--- src/rtl/reg_scoreboard_pkg.sv ---
// Shared constants and types for the register scoreboard and the register file.
package reg_scoreboard_pkg;

    localparam int unsigned NUM_REGS    = 8;
    localparam int unsigned REG_ADDR_W  = 3;
    localparam int unsigned CNT_W       = 2;
    localparam int unsigned STALL_CNT_W = 16;

    typedef logic [REG_ADDR_W-1:0] reg_addr_t;
    typedef logic [CNT_W-1:0]      cnt_t;

    localparam reg_addr_t R0_IDX  = REG_ADDR_W'(0);
    localparam cnt_t      CNT_MAX = {CNT_W{1'b1}};

endpackage

--- src/rtl/reg_scoreboard_counter.sv ---
// sb_counter: one register's pending-write count, saturating in both directions.
module sb_counter
    import reg_scoreboard_pkg::*;
(
    input  logic clk,
    input  logic reset,
    input  logic inc,
    input  logic dec,
    input  logic clr,
    output cnt_t cnt
);

    // Up/down count; simultaneous inc and dec leave the count unchanged.
    always_ff @(posedge clk) begin
        if (reset || clr) begin
            cnt <= '0;
        end else if (inc && !dec) begin
            if (cnt != CNT_MAX) cnt <= cnt + CNT_W'(1);
        end else if (dec && !inc) begin
            if (cnt != '0) cnt <= cnt - CNT_W'(1);
        end
    end

endmodule

--- src/rtl/reg_scoreboard.sv ---
// reg_scoreboard: issue-stage RAW/WAW hazard controller for the 8x16 register file.
// Optional build macro SCOREBOARD_BYPASS_EN: a same-cycle writeback releases
// the hazard it resolves (data is forwarded from writeback).
module reg_scoreboard
    import reg_scoreboard_pkg::*;
(
    input  logic                   clk,
    input  logic                   reset,
    input  logic                   issue_valid,
    input  logic [REG_ADDR_W-1:0]  issue_ra,
    input  logic [REG_ADDR_W-1:0]  issue_rb,
    input  logic [REG_ADDR_W-1:0]  issue_rw,
    input  logic                   issue_use_a,
    input  logic                   issue_use_b,
    input  logic                   issue_wr,
    output logic                   issue_ready,
    input  logic                   wb_valid,
    input  logic [REG_ADDR_W-1:0]  wb_rw,
    input  logic                   flush,
    output logic [NUM_REGS-1:0]    busy_mask,
    output logic [STALL_CNT_W-1:0] stall_cycles,
    output logic                   err_underflow
);

    cnt_t cnt [NUM_REGS];
    logic raw_a, raw_b, waw_full, stall, issue_fire;
    logic inc_any, dec_any, underflow;

    // R0 is hard-wired zero and never tracked.
    assign cnt[0] = '0;

    // One counter per real register; flush clears, and blocks dec that cycle.
    for (genvar i = 1; i < NUM_REGS; i++) begin : g_cnt
        logic inc_i, dec_i;
        assign inc_i = inc_any && (issue_rw == REG_ADDR_W'(i));
        assign dec_i = dec_any && (wb_rw == REG_ADDR_W'(i));
        sb_counter u_cnt (
            .clk   (clk),
            .reset (reset),
            .inc   (inc_i),
            .dec   (dec_i),
            .clr   (flush),
            .cnt   (cnt[i])
        );
    end

    // Hazard detection; issue_ready is combinational on issue/wb/flush.
    always_comb begin
        raw_a    = 1'b0;
        raw_b    = 1'b0;
        waw_full = 1'b0;
`ifdef SCOREBOARD_BYPASS_EN
        raw_a    = issue_use_a && (cnt[issue_ra] != '0)
                   && !((cnt[issue_ra] == CNT_W'(1)) && wb_valid && (wb_rw == issue_ra));
        raw_b    = issue_use_b && (cnt[issue_rb] != '0)
                   && !((cnt[issue_rb] == CNT_W'(1)) && wb_valid && (wb_rw == issue_rb));
        waw_full = issue_wr && (issue_rw != R0_IDX) && (cnt[issue_rw] == CNT_MAX)
                   && !(wb_valid && (wb_rw == issue_rw));
`else
        raw_a    = issue_use_a && (cnt[issue_ra] != '0);
        raw_b    = issue_use_b && (cnt[issue_rb] != '0);
        waw_full = issue_wr && (issue_rw != R0_IDX) && (cnt[issue_rw] == CNT_MAX);
`endif
        stall       = issue_valid && (raw_a || raw_b || waw_full || flush);
        issue_ready = !stall;
        issue_fire  = issue_valid && issue_ready;
        inc_any     = issue_fire && issue_wr && (issue_rw != R0_IDX);
        dec_any     = wb_valid && !flush && (wb_rw != R0_IDX) && (cnt[wb_rw] != '0);
        underflow   = wb_valid && !flush && (wb_rw != R0_IDX) && (cnt[wb_rw] == '0);
    end

    // Busy bits mirror the registered counts.
    always_comb begin
        busy_mask = '0;
        for (int i = 0; i < NUM_REGS; i++) begin
            busy_mask[i] = (cnt[i] != '0);
        end
    end

    // Saturating stall counter and sticky underflow flag.
    always_ff @(posedge clk) begin
        if (reset) begin
            stall_cycles  <= '0;
            err_underflow <= 1'b0;
        end else begin
            if (stall && (stall_cycles != {STALL_CNT_W{1'b1}}))
                stall_cycles <= stall_cycles + STALL_CNT_W'(1);
            if (underflow)
                err_underflow <= 1'b1;
        end
    end

endmodule

--- config.mk ---
export PLATFORM = sky130hd
export DESIGN_NAME = reg_scoreboard
export DESIGN_NICKNAME = d
export VERILOG_FILES = /design/src/rtl/reg_scoreboard_pkg.sv /design/src/rtl/reg_scoreboard_counter.sv /design/src/rtl/reg_scoreboard.sv
export SDC_FILE = /design/constraint.sdc
export NUM_CORES = 1
export LEC_CHECK = 0
export BUFFER_PORTS_ARGS = -buffer_cell sky130_fd_sc_hd__buf_2
export CAP_MARGIN = 10
export CORE_UTILIZATION = 54
export CTS_CLUSTER_DIAMETER = 80
export DETAILED_ROUTE_END_ITERATION = 12
export HOLD_SLACK_MARGIN = 0.1
export PLACE_DENSITY = 0.8
export SLEW_MARGIN = 20
export SYNTH_ARGS = -nofsm -noshare
export SYNTH_HDL_FRONTEND = slang
export SYNTH_SLANG_ARGS = --single-unit
--- constraint.sdc ---
create_clock -name clk -period 2.1 [get_ports clk]
set_input_delay 0.21 -clock clk [delete_from_list [all_inputs] [get_ports clk]]
set_output_delay 0.21 -clock clk [all_outputs]
set_load 0.01 [all_outputs]
---- Word level (Yosys, flattened, before mapping) ----
Index checks and enable logic that the tools add are counted.
storage, ports and cells
  register bits after elaboration ......... 31
  output and inout bits ................... 26
  word-level logic and storage cells ...... 197
operators by class
  add/sub/neg operators ................... 15
  $lt $le $gt $ge ......................... 4
  equal/unequal tests ..................... 30
  muxes and demuxes ....................... 40
  bitwise operators ....................... 4
  reduce and logical (&&, ||, !) cells .... 95
operators with widths
  kind                                                       number
  2-to-1 mux 2 bit                                           36
  nonzero test 2 bit                                         24
  logical AND 1 bit                                          41
  inequality test 2 bit (second input constant)              14
  binary-select mux 2 bit (select 3 bit)                     4
  == test 3 bit (second input constant)                      8
  AND reduction 3 bit                                        7
  adder 16 x 1 -> 16 bit (second input constant)             1
  greater-or-equal comparator 4 bit (second input constant)  4
  logical NOT 1 bit                                          16
  inequality test 16 bit (second input constant)             1
  inverter 3 -> 4 bit                                        4
  adder 2 x 1 -> 2 bit (second input constant)               7
  subtractor 2 x 1 -> 2 bit (second input constant)          7
  == test 3 x 2 -> 1 bit (second input constant)             4
  == test 3 x 1 -> 1 bit (second input constant)             2
  nonzero test 3 bit                                         2
  logical OR 1 bit                                           4
  == test 2 bit (second input constant)                      1
  logical NOT 2 bit                                          1

---- Depth between registers and ports, before layout ----
Gate-level depths: netlist of run 1.
  depth in word-level cells ............... 19
  depth in mapped cells ................... 9
  gate-level depth less buffers ........... 7

---- Cells and area by module ----
From an unflattened synthesis of run 1, not the netlist that was laid out.
unflattened totals
  cell total of the unflattened synthesis .. 270
  area, all modules ....................... 2249.7 µm²
by module, submodules not included
  module          instances  cells each  area an instance (µm²)  sequential area each (µm²)
  reg_scoreboard  1          186         1417.6                  340.3
  sb_counter      7          12          118.9                   40.0

---- Worst setup path after synthesis of run 1 ----
Ideal clock, no wire load.
  path type ............................... register to register
  start ................................... register stall_cycles[2]
  end ..................................... register stall_cycles[1]
  arrival ................................. 1852 ps
  data required time ...................... 1972 ps
  setup slack ............................. 121 ps
  stages on the path, launching flop included .. 9
  clock period less this slack ............ 1979 ps
  cell sequence ........................... dfxtp_1 > nand3_1 > nor2_1 > nand2_1 > o31a_1 > o21ai_1 > buf_2 > mux2i_1 > nor2_1
between the ends
  cells in the longest elaborated chain, start to end .. 2
ends and longest elaborated chain
  item                    line                  source
  from (decl)             reg_scoreboard.sv:21  output logic [STALL_CNT_W-1:0] stall_cycles,
  from (signal assigned)  reg_scoreboard.sv:87  stall_cycles <= stall_cycles + STALL_CNT_W'(1);
  inequality test 16 bit  reg_scoreboard.sv:86  if (stall && (stall_cycles != {STALL_CNT_W{1'b1}}))
  logical AND 1 bit       reg_scoreboard.sv:86
Every way passes these cells.
A chain may end at the register's enable or synchronous reset.

---- Worst setup path in the final report of run 1 ----
  start ................................... register g_cnt[1].u_cnt.cnt[1]
  end ..................................... output issue_ready
between the ends
  cells in the longest elaborated chain, start to end .. 10
ends and longest elaborated chain
  item                                                              line                                        source
  from (decl)                                                       reg_scoreboard_counter.sv:10                output cnt_t cnt
  from (signal assigned)                                            reg_scoreboard_counter.sv:18                if (cnt != CNT_MAX) cnt <= cnt + CNT_W'(1);
  from (signal assigned)                                            reg_scoreboard_counter.sv:20                if (cnt != '0) cnt <= cnt - CNT_W'(1);
  binary-select mux 2 bit (select 3 bit), on equally long branches  reg_scoreboard.sv:60, reg_scoreboard.sv:61
  2-to-1 mux 2 bit, on equally long branches (2 in series)          reg_scoreboard.sv:60, reg_scoreboard.sv:61
  nonzero test 2 bit, on equally long branches                      reg_scoreboard.sv:60, reg_scoreboard.sv:61
  logical AND 1 bit, on equally long branches                       reg_scoreboard.sv:60, reg_scoreboard.sv:61
  logical OR 1 bit                                                  reg_scoreboard.sv:64                        stall = issue_valid && (raw_a || raw_b || waw_full || flush);
  logical OR 1 bit * (2 in series)                                  reg_scoreboard.sv:64
  logical AND 1 bit *                                               reg_scoreboard.sv:64
  logical NOT 1 bit *                                               reg_scoreboard.sv:65                        issue_ready = !stall;
  to (decl)                                                         reg_scoreboard.sv:16                        output logic issue_ready,
Every way passes the cells marked *; elsewhere a longest branch is shown, timed or not. The select of a mux whose other input is x is not followed.

==> results of run 1 <==
## through the flow
step,power (uW),instances
6_report,1400,368
5_1_grt,1440,368
4_1_cts,1380,367
3_5_place_dp,771,359
3_3_place_gp,766,359
2_1_floorplan,712,261
## cell type report
| class | count | area share [%] |
|---|---|---|
| Multi-Input combinational cell | 204 | 53.7 |
| Sequential cell | 31 | 24.0 |
| Timing Repair Buffer | 63 | 13.7 |
| Clock buffer | 6 | 3.08 |
| Tap cell | 48 | 2.24 |
| Inverter | 14 | 1.96 |
| Clock inverter | 2 | 1.31 |
## final timing paths
| kind | from | to | slack, ns |
|---|---|---|---|
| worst max-delay path | g_cnt[1].u_cnt.cnt[1]$_SDFFE_PP0P_ | issue_ready | -0.05 |
| worst min register to register | stall_cycles[13]$_SDFFE_PP0P_ | stall_cycles[13]$_SDFFE_PP0P_ | 0.49 |
| worst min-delay path | reset | stall_cycles[1]$_SDFFE_PP0P_ | 0.30 |
| worst max register to register | g_cnt[1].u_cnt.cnt[1]$_SDFFE_PP0P_ | g_cnt[6].u_cnt.cnt[1]$_SDFFE_PP0P_ | -0.01 |
## repair_timing
| action | CTS | global route |
|---|---|---|
| pin swaps | 4 | 4 |
| setup endpoints to repair | 17 | 31 |
| gates cloned | 0 | 0 |
| gates resized for setup | 9 | 30 |
| buffers inserted | 0 | 1 |
## cells in the final DEF, fill, tap and decap left out, types with 2 or more instances in the layout
cell / instances
buf_2: 44
nand2_1: 24
nor2_1: 18
a21oi_1: 18
dfxtp_1: 18
buf_4: 18
o21ai_0: 17
nand3_1: 16
inv_1: 14
xnor2_1: 14
dfxtp_2: 10
or3_1: 8
nor3_1: 7
nand4_1: 6
a31oi_1: 6
clkbuf_8: 6
nor4_4: 5
nand3b_1: 4
a211oi_2: 3
nor3_2: 3
nor2b_1: 3
o21ai_1: 3
dfxtp_4: 3
nor2_4: 2
nor3b_4: 2
and3b_1: 2
o211ai_1: 2
o21ai_2: 2
nor2_2: 2
and3_1: 2
o41ai_1: 2
or3b_1: 2
o31ai_1: 2
or4_1: 2
## worst max-delay path: stages, from the launching register on
cell and delay, ns:
dfxtp_2 0.35, or2_4 0.26, and3b_1 0.19, o41ai_4 0.24, o211ai_2 0.16, buf_4 0.17, o21ai_1 0.14, buf_2 0.15
## where the power goes
group	leakage [uW]	total, uW	switching, uW	internal, uW
registers	0.000258	594	5.12	589
logic	0.000707	180	114	65.5
clock network	0.0000612	622	238	384
total	0.00103	1400	357	1040
## cells by family (layout without fill, tap and decap cells)
group / count (synthesis) / in the layout
mux: 2 / 2
xor+xnor: 15 / 15
simple gates: 116 / 116
compound gates: 69 / 69
fa+ha+maj: 1 / 1
flops: 31 / 31
buf+inv: 26 / 85
other cells: 1 / 1
## sequential cells by signal (all words and copies together) (netlist names)
register	count
err_underflow	1
stall_cycles	16
g_cnt.u_cnt.cnt	14
## per-layer routing
metal,vias up,GRT usage [%]
met5,-,0
met4,0,9.66
met3,14,7.14
met2,89,42.6
met1,998,39.4
li1,1062,-
==> impl_metrics.toml, run 1 <==
[timing]
layout_setup_ws_ns = -0.0473
setup_viol = 2
slew_violations = 0
tightest_slew_ns = 0.794
fmax_mhz = 466
fin_hold_ws_ns = 0.298
finalSetupTns_ns = -0.0579
rsz0062_at_grt = "true"
hold_viol_final = 0
slew_headroom_pct = 47.0
fin_crit_sh_pct = 102
fin_skew_ns = 0.00684
fin_crit_ns = 2.15

[global_route]
overflow = 0
grt_max_degree = 23
grt_pass1_wl_mm = 8.98
track_usage_pct = 28.4
grt_antenna_before_repair = 0
grt_pass1_vias = 1865

[setup_path]
r2r_cells = 8
required_ns = 1.89
cp-start-kind = "register"
crit_fanout = 5
path_class = "register to primary output"
end_kind = "primary output"
arrival_ns = 1.94

[power]
p_per_area_mw_per_mm2 = 520
vdd_ir_drop_max_mv = 0.458
p_leak_uw = 0.00103

[floorplan]
die_area_mm2 = 0.00408
ios = 46
start_util_pct = 56.5
core_mm2 = 0.00366
num_rows = 22
die_w_um = 63.9
die_h_um = 63.9

[synthesis]
synthMostInstantiatedCell = "dfxtp_1"
synth_top_family_by_area = "simple AND/OR/NAND/NOR gates"
synth_largest_area_cell = "dfxtp_1"
synth_compound_area_share_pct = 22.4
synthTopCellsByCount = "dfxtp_1, nand2_1, nor2_1, a21oi_1, o21ai_0"
synth_top_cell_area_share_pct = 30.0
ys_types = 58
muxShareOfSynthArea_pct = 1.57
ys_top_cells_by_area = "dfxtp_1, xnor2_1, a21oi_1, o21ai_0, nand2_1"
synth_cells = 261
ys_ff_latch = 31
synth-xor-area-share_pct = 6.35
ys.warnings.count = 0
synth-edff-count = 0
synth_seq_area_share_pct = 30.0
synth_flop_cell = "dfxtp_1"
synthAdderAreaFrac_pct = 0.605
synth_area_mm2 = 0.00207
synthArstFlopShare_pct = 0
syn_area_per_cell_um2 = 7.92
syn_nets = 282
synth-simple-area-share_pct = 33.3

[drt]
route.met3.wl_um = 396
firstDrtPassIters = 4
drt-initial-drc-count = 132
drc_errors = 0
vias = 2163
viasPerCell = 5.88
routed_wl_mm = 5.69
wl_per_cell_um = 15.5
top_layer = "met4"
detail-route-antenna-nets = 0
wl_met1_mm = 2.51
routed-wl-met2_mm = 2.68

[final_layout]
post_route_cells_drive_above_1_share_pct = 36.3
fill_cells = 270
syn_to_final_growth_pct = 29.7
utilization_pct = 73.3
layout.area.seq_um2 = 644
multi_input_area_mm2 = 0.00144
n_antenna_cell = 0
nets = 340
postLayoutCellArea_mm2 = 0.00268

[clocking]
clkLatencyLatePin_ns = 0.29
root_buffer = "clkbuf_8"
cts_sinks = 31
cts_buffer_depth = 2
ctsHtreeMaxLevel = 2
cts_tree = "yes"
clk_pin_slew_ns = 0.07
hold_buffers = 0
cts_buffers = 5

[min_path]
min_path_type = "input port to register"
hold_depth = 2

[outcome]
violations = "negative setup slack"
status = "finished, violations left"

[placement]
place_ws_ns = -0.0511
place.gp.congestion = 0.911
hpwl_mm = 4.02
io_buffers = 44
place_area_mm2 = 0.00242

[job]
maxCapViolCount = 0
Note: power is estimated with default switching activity, not from simulation.
==> run 2, diff against run 1 <==
--- a/config.mk
+++ b/config.mk
@@ -5,9 +5,10 @@
 export SDC_FILE = /design/constraint.sdc
 export NUM_CORES = 1
 export LEC_CHECK = 0
-export BUFFER_PORTS_ARGS = -buffer_cell sky130_fd_sc_hd__buf_2
+export ABC_AREA = 1
+export BUFFER_PORTS_ARGS = -buffer_cell sky130_fd_sc_hd__clkbuf_2
 export CAP_MARGIN = 10
-export CORE_UTILIZATION = 54
+export CORE_UTILIZATION = 55
 export CTS_CLUSTER_DIAMETER = 80
 export DETAILED_ROUTE_END_ITERATION = 12
 export HOLD_SLACK_MARGIN = 0.1
==> run 2 against run 1 <==
  * The run now ends clean
  * Global-route usage increased by 0.16 points
  * Critical path depth grew 3
  * Die area rose by 9.3%
  * Cell area increased by 1.5%
  * Total power rose by 0.66%
  * Combinational power is 3% higher
  * Critical path type unchanged
  * Highest routed layer unchanged
==> impl_metrics.toml, run 2 <==
[outcome]
status = "complete, no violations"

[synthesis]
syn_area_per_cell_um2 = 6.00
synthMostInstantiatedCell = "nand2_1"
synth_largest_area_cell = "dfxtp_1"
ys_types = 33
synthTopCellsByCount = "nand2_1, inv_1, nor2_1, a21oi_1, dfxtp_1"
synth_flop_cell = "dfxtp_1"
ys_ff_latch = 31
ys_top_cells_by_area = "dfxtp_1, nand2_1, inv_1, nor2_1, a21oi_1"
synth_area_mm2 = 0.00231
synth_cells = 385
synth-edff-count = 0
synth_top_cell_area_share_pct = 26.9
ys.warnings.count = 0
synthArstFlopShare_pct = 0
synth_seq_area_share_pct = 26.9
syn_nets = 406

[final_layout]
post_route_cells_drive_above_1_share_pct = 20.3
n_antenna_cell = 0
fill_cells = 378
layout_commonest_cell = "nand2_1"
syn_to_final_growth_pct = 17.9
utilization_pct = 67.6
reg_top3 = "stall_cycles: 16 flops, g_cnt.u_cnt.cnt: 14 flops, err_underflow: 1 flops"
regMostFlops = "stall_cycles"
nets = 458
multi_input_area_mm2 = 0.00145
largest_reg_flops = 16
final_cell_mix = "nand2_1, inv_1, clkbuf_2"
layout.area.seq_um2 = 621
postLayoutCellArea_mm2 = 0.00272

[drt]
firstDrtPassIters = 4
viasPerCell = 5.25
routed_wl_mm = 6.02
drc_errors = 0
vias = 2560
wl_per_cell_um = 12.3
drt-initial-drc-count = 227
detail-route-antenna-nets = 0

[setup_path]
arrival_ns = 1.73
crit_fanout = 4
end_kind = "primary output"
cp-start-kind = "register"
required_ns = 1.89
path_class = "register to primary output"

[clocking]
clkLatencyLatePin_ns = 0.29
clk_pin_slew_ns = 0.07
ctsHtreeMaxLevel = 2
root_buffer = "clkbuf_8"
cts_buffers = 5
hold_buffers = 0
cts_sinks = 31
cts_tree = "yes"
cts_buffer_depth = 2

[global_route]
track_usage_pct = 28.6
grt_pass1_wl_mm = 9.57
grt_max_degree = 18
grt_pass1_vias = 2151
grt_antenna_before_repair = 0
overflow = 0

[floorplan]
die_w_um = 66.8
start_util_pct = 57.3
ios = 46
die_h_um = 66.8
core_mm2 = 0.00403
num_rows = 23
die_area_mm2 = 0.00446

[timing]
slew_violations = 0
rsz0062_at_grt = "false"
fin_crit_ns = 1.94
fin_skew_ns = 0.00439
fmax_mhz = 516
hold_viol_final = 0
setup_viol = 0
fin_crit_sh_pct = 92.3
finalSetupTns_ns = 0

[placement]
place_area_mm2 = 0.00257
hpwl_mm = 4.41
io_buffers = 44
place.gp.congestion = 0.877

[job]
maxCapViolCount = 0

[power]
p_leak_uw = 0.00131
vdd_ir_drop_max_mv = 0.436
p_per_area_mw_per_mm2 = 516
totalPowerFinal_uw = 1410

[min_path]
min_path_type = "input port to register"
==> run 2: changes by cell type after synthesis, sizes merged, moves of 6 or more <==
cell	previous run	this run
o21ai	22	9
xnor2	14	5
nand3	16	24
a31oi	6	0
xor2	1	9
nor2	22	53
a21oi	19	33
or3	8	0
nand4	6	21
inv	14	49
nand2	24	128
nor4	6	0
==> run 2: metal layers <==
metal	up-vias	GRT usage (%)	wire, um
li1	1331	-	-
met1	1118	39.8	2850
met2	97	44.6	2630
met3	14	5.31	443
met4	0	7.98	97
met5	-	0	0
==> run 2: worst paths after layout <==
path / startpoint / end / slack (ns) / depth (start not counted)
setup / recovery: g_cnt[5].u_cnt.cnt[1]$_SDFFE_PP0P_ / issue_ready / 0.16 / 10
hold / removal: reset / stall_cycles[6]$_SDFFE_PP0P_ / 0.36 / 3
setup reg to reg: stall_cycles[0]$_SDFFE_PP0P_ / stall_cycles[7]$_SDFFE_PP0P_ / 0.17 / 10
hold reg to reg: err_underflow$_SDFFE_PP0P_ / err_underflow$_SDFFE_PP0P_ / 0.48 / 2
==> run 2: layout make-up <==
class	instances	share of cell area, %
Multi-Input combinational cell	296	53.2
Clock buffer	6	3.03
Timing Repair Buffer	51	10.0
Tap cell	50	2.30
Sequential cell	31	22.8
Clock inverter	2	1.29
Inverter	52	7.35
==> run 2: stage by stage <==
stage | worst slack [ns] | hold slack (ns) | instances
6_report | 0.161 | 0.357 | 488
4_1_cts | 0.0947 | 0.353 | 485
5_1_grt | 0.00666 | 0.386 | 488
3_5_place_dp | 0.106 | 0.456 | 477
2_1_floorplan | 0.266 | 0.437 | 385
3_3_place_gp | 0.148 | 0.459 | 477
==> run 2: cell families (layout without fill, tap and decap cells) <==
logic type               Yosys count  count (layout)  share of synthesized area (%)
AND/OR/NAND/NOR                  234             236                           44.8
buffers and inverters             60             111                           11.7
AO/OA/AOI/OAI                     44              44                           10.6
flip-flops                        31              31                           26.9
XOR/XNOR                          14              14                           5.31
adder cells (fa/ha/maj)            1               1                          0.542
other                              1               1                          0.162
==> run 2: report_power, final <==
group          leakage (uW)  internal, uW  switching, uW
clock             0.0000612           384            238
sequential         0.000250           593           4.89
combinational       0.00100          60.4            126
total               0.00131          1040            369
==> run 2: what timing repair did <==
action                                  4_1_cts  5_1_grt
endpoints found under the setup margin        0       25
resized for setup                             0        5
setup buffers                                 0        1
==> run 2: critical path, cell delays in order, from the launching register on <==
cell and delay [ns]:
dfxtp_1 0.34, nor2_2 0.24, nand2_1 0.09, nand3_1 0.09
nand2_1 0.06, nor2_2 0.09, inv_1 0.05, nand2_2 0.05
nand2_2 0.08, o21ai_2 0.18, clkbuf_2 0.17
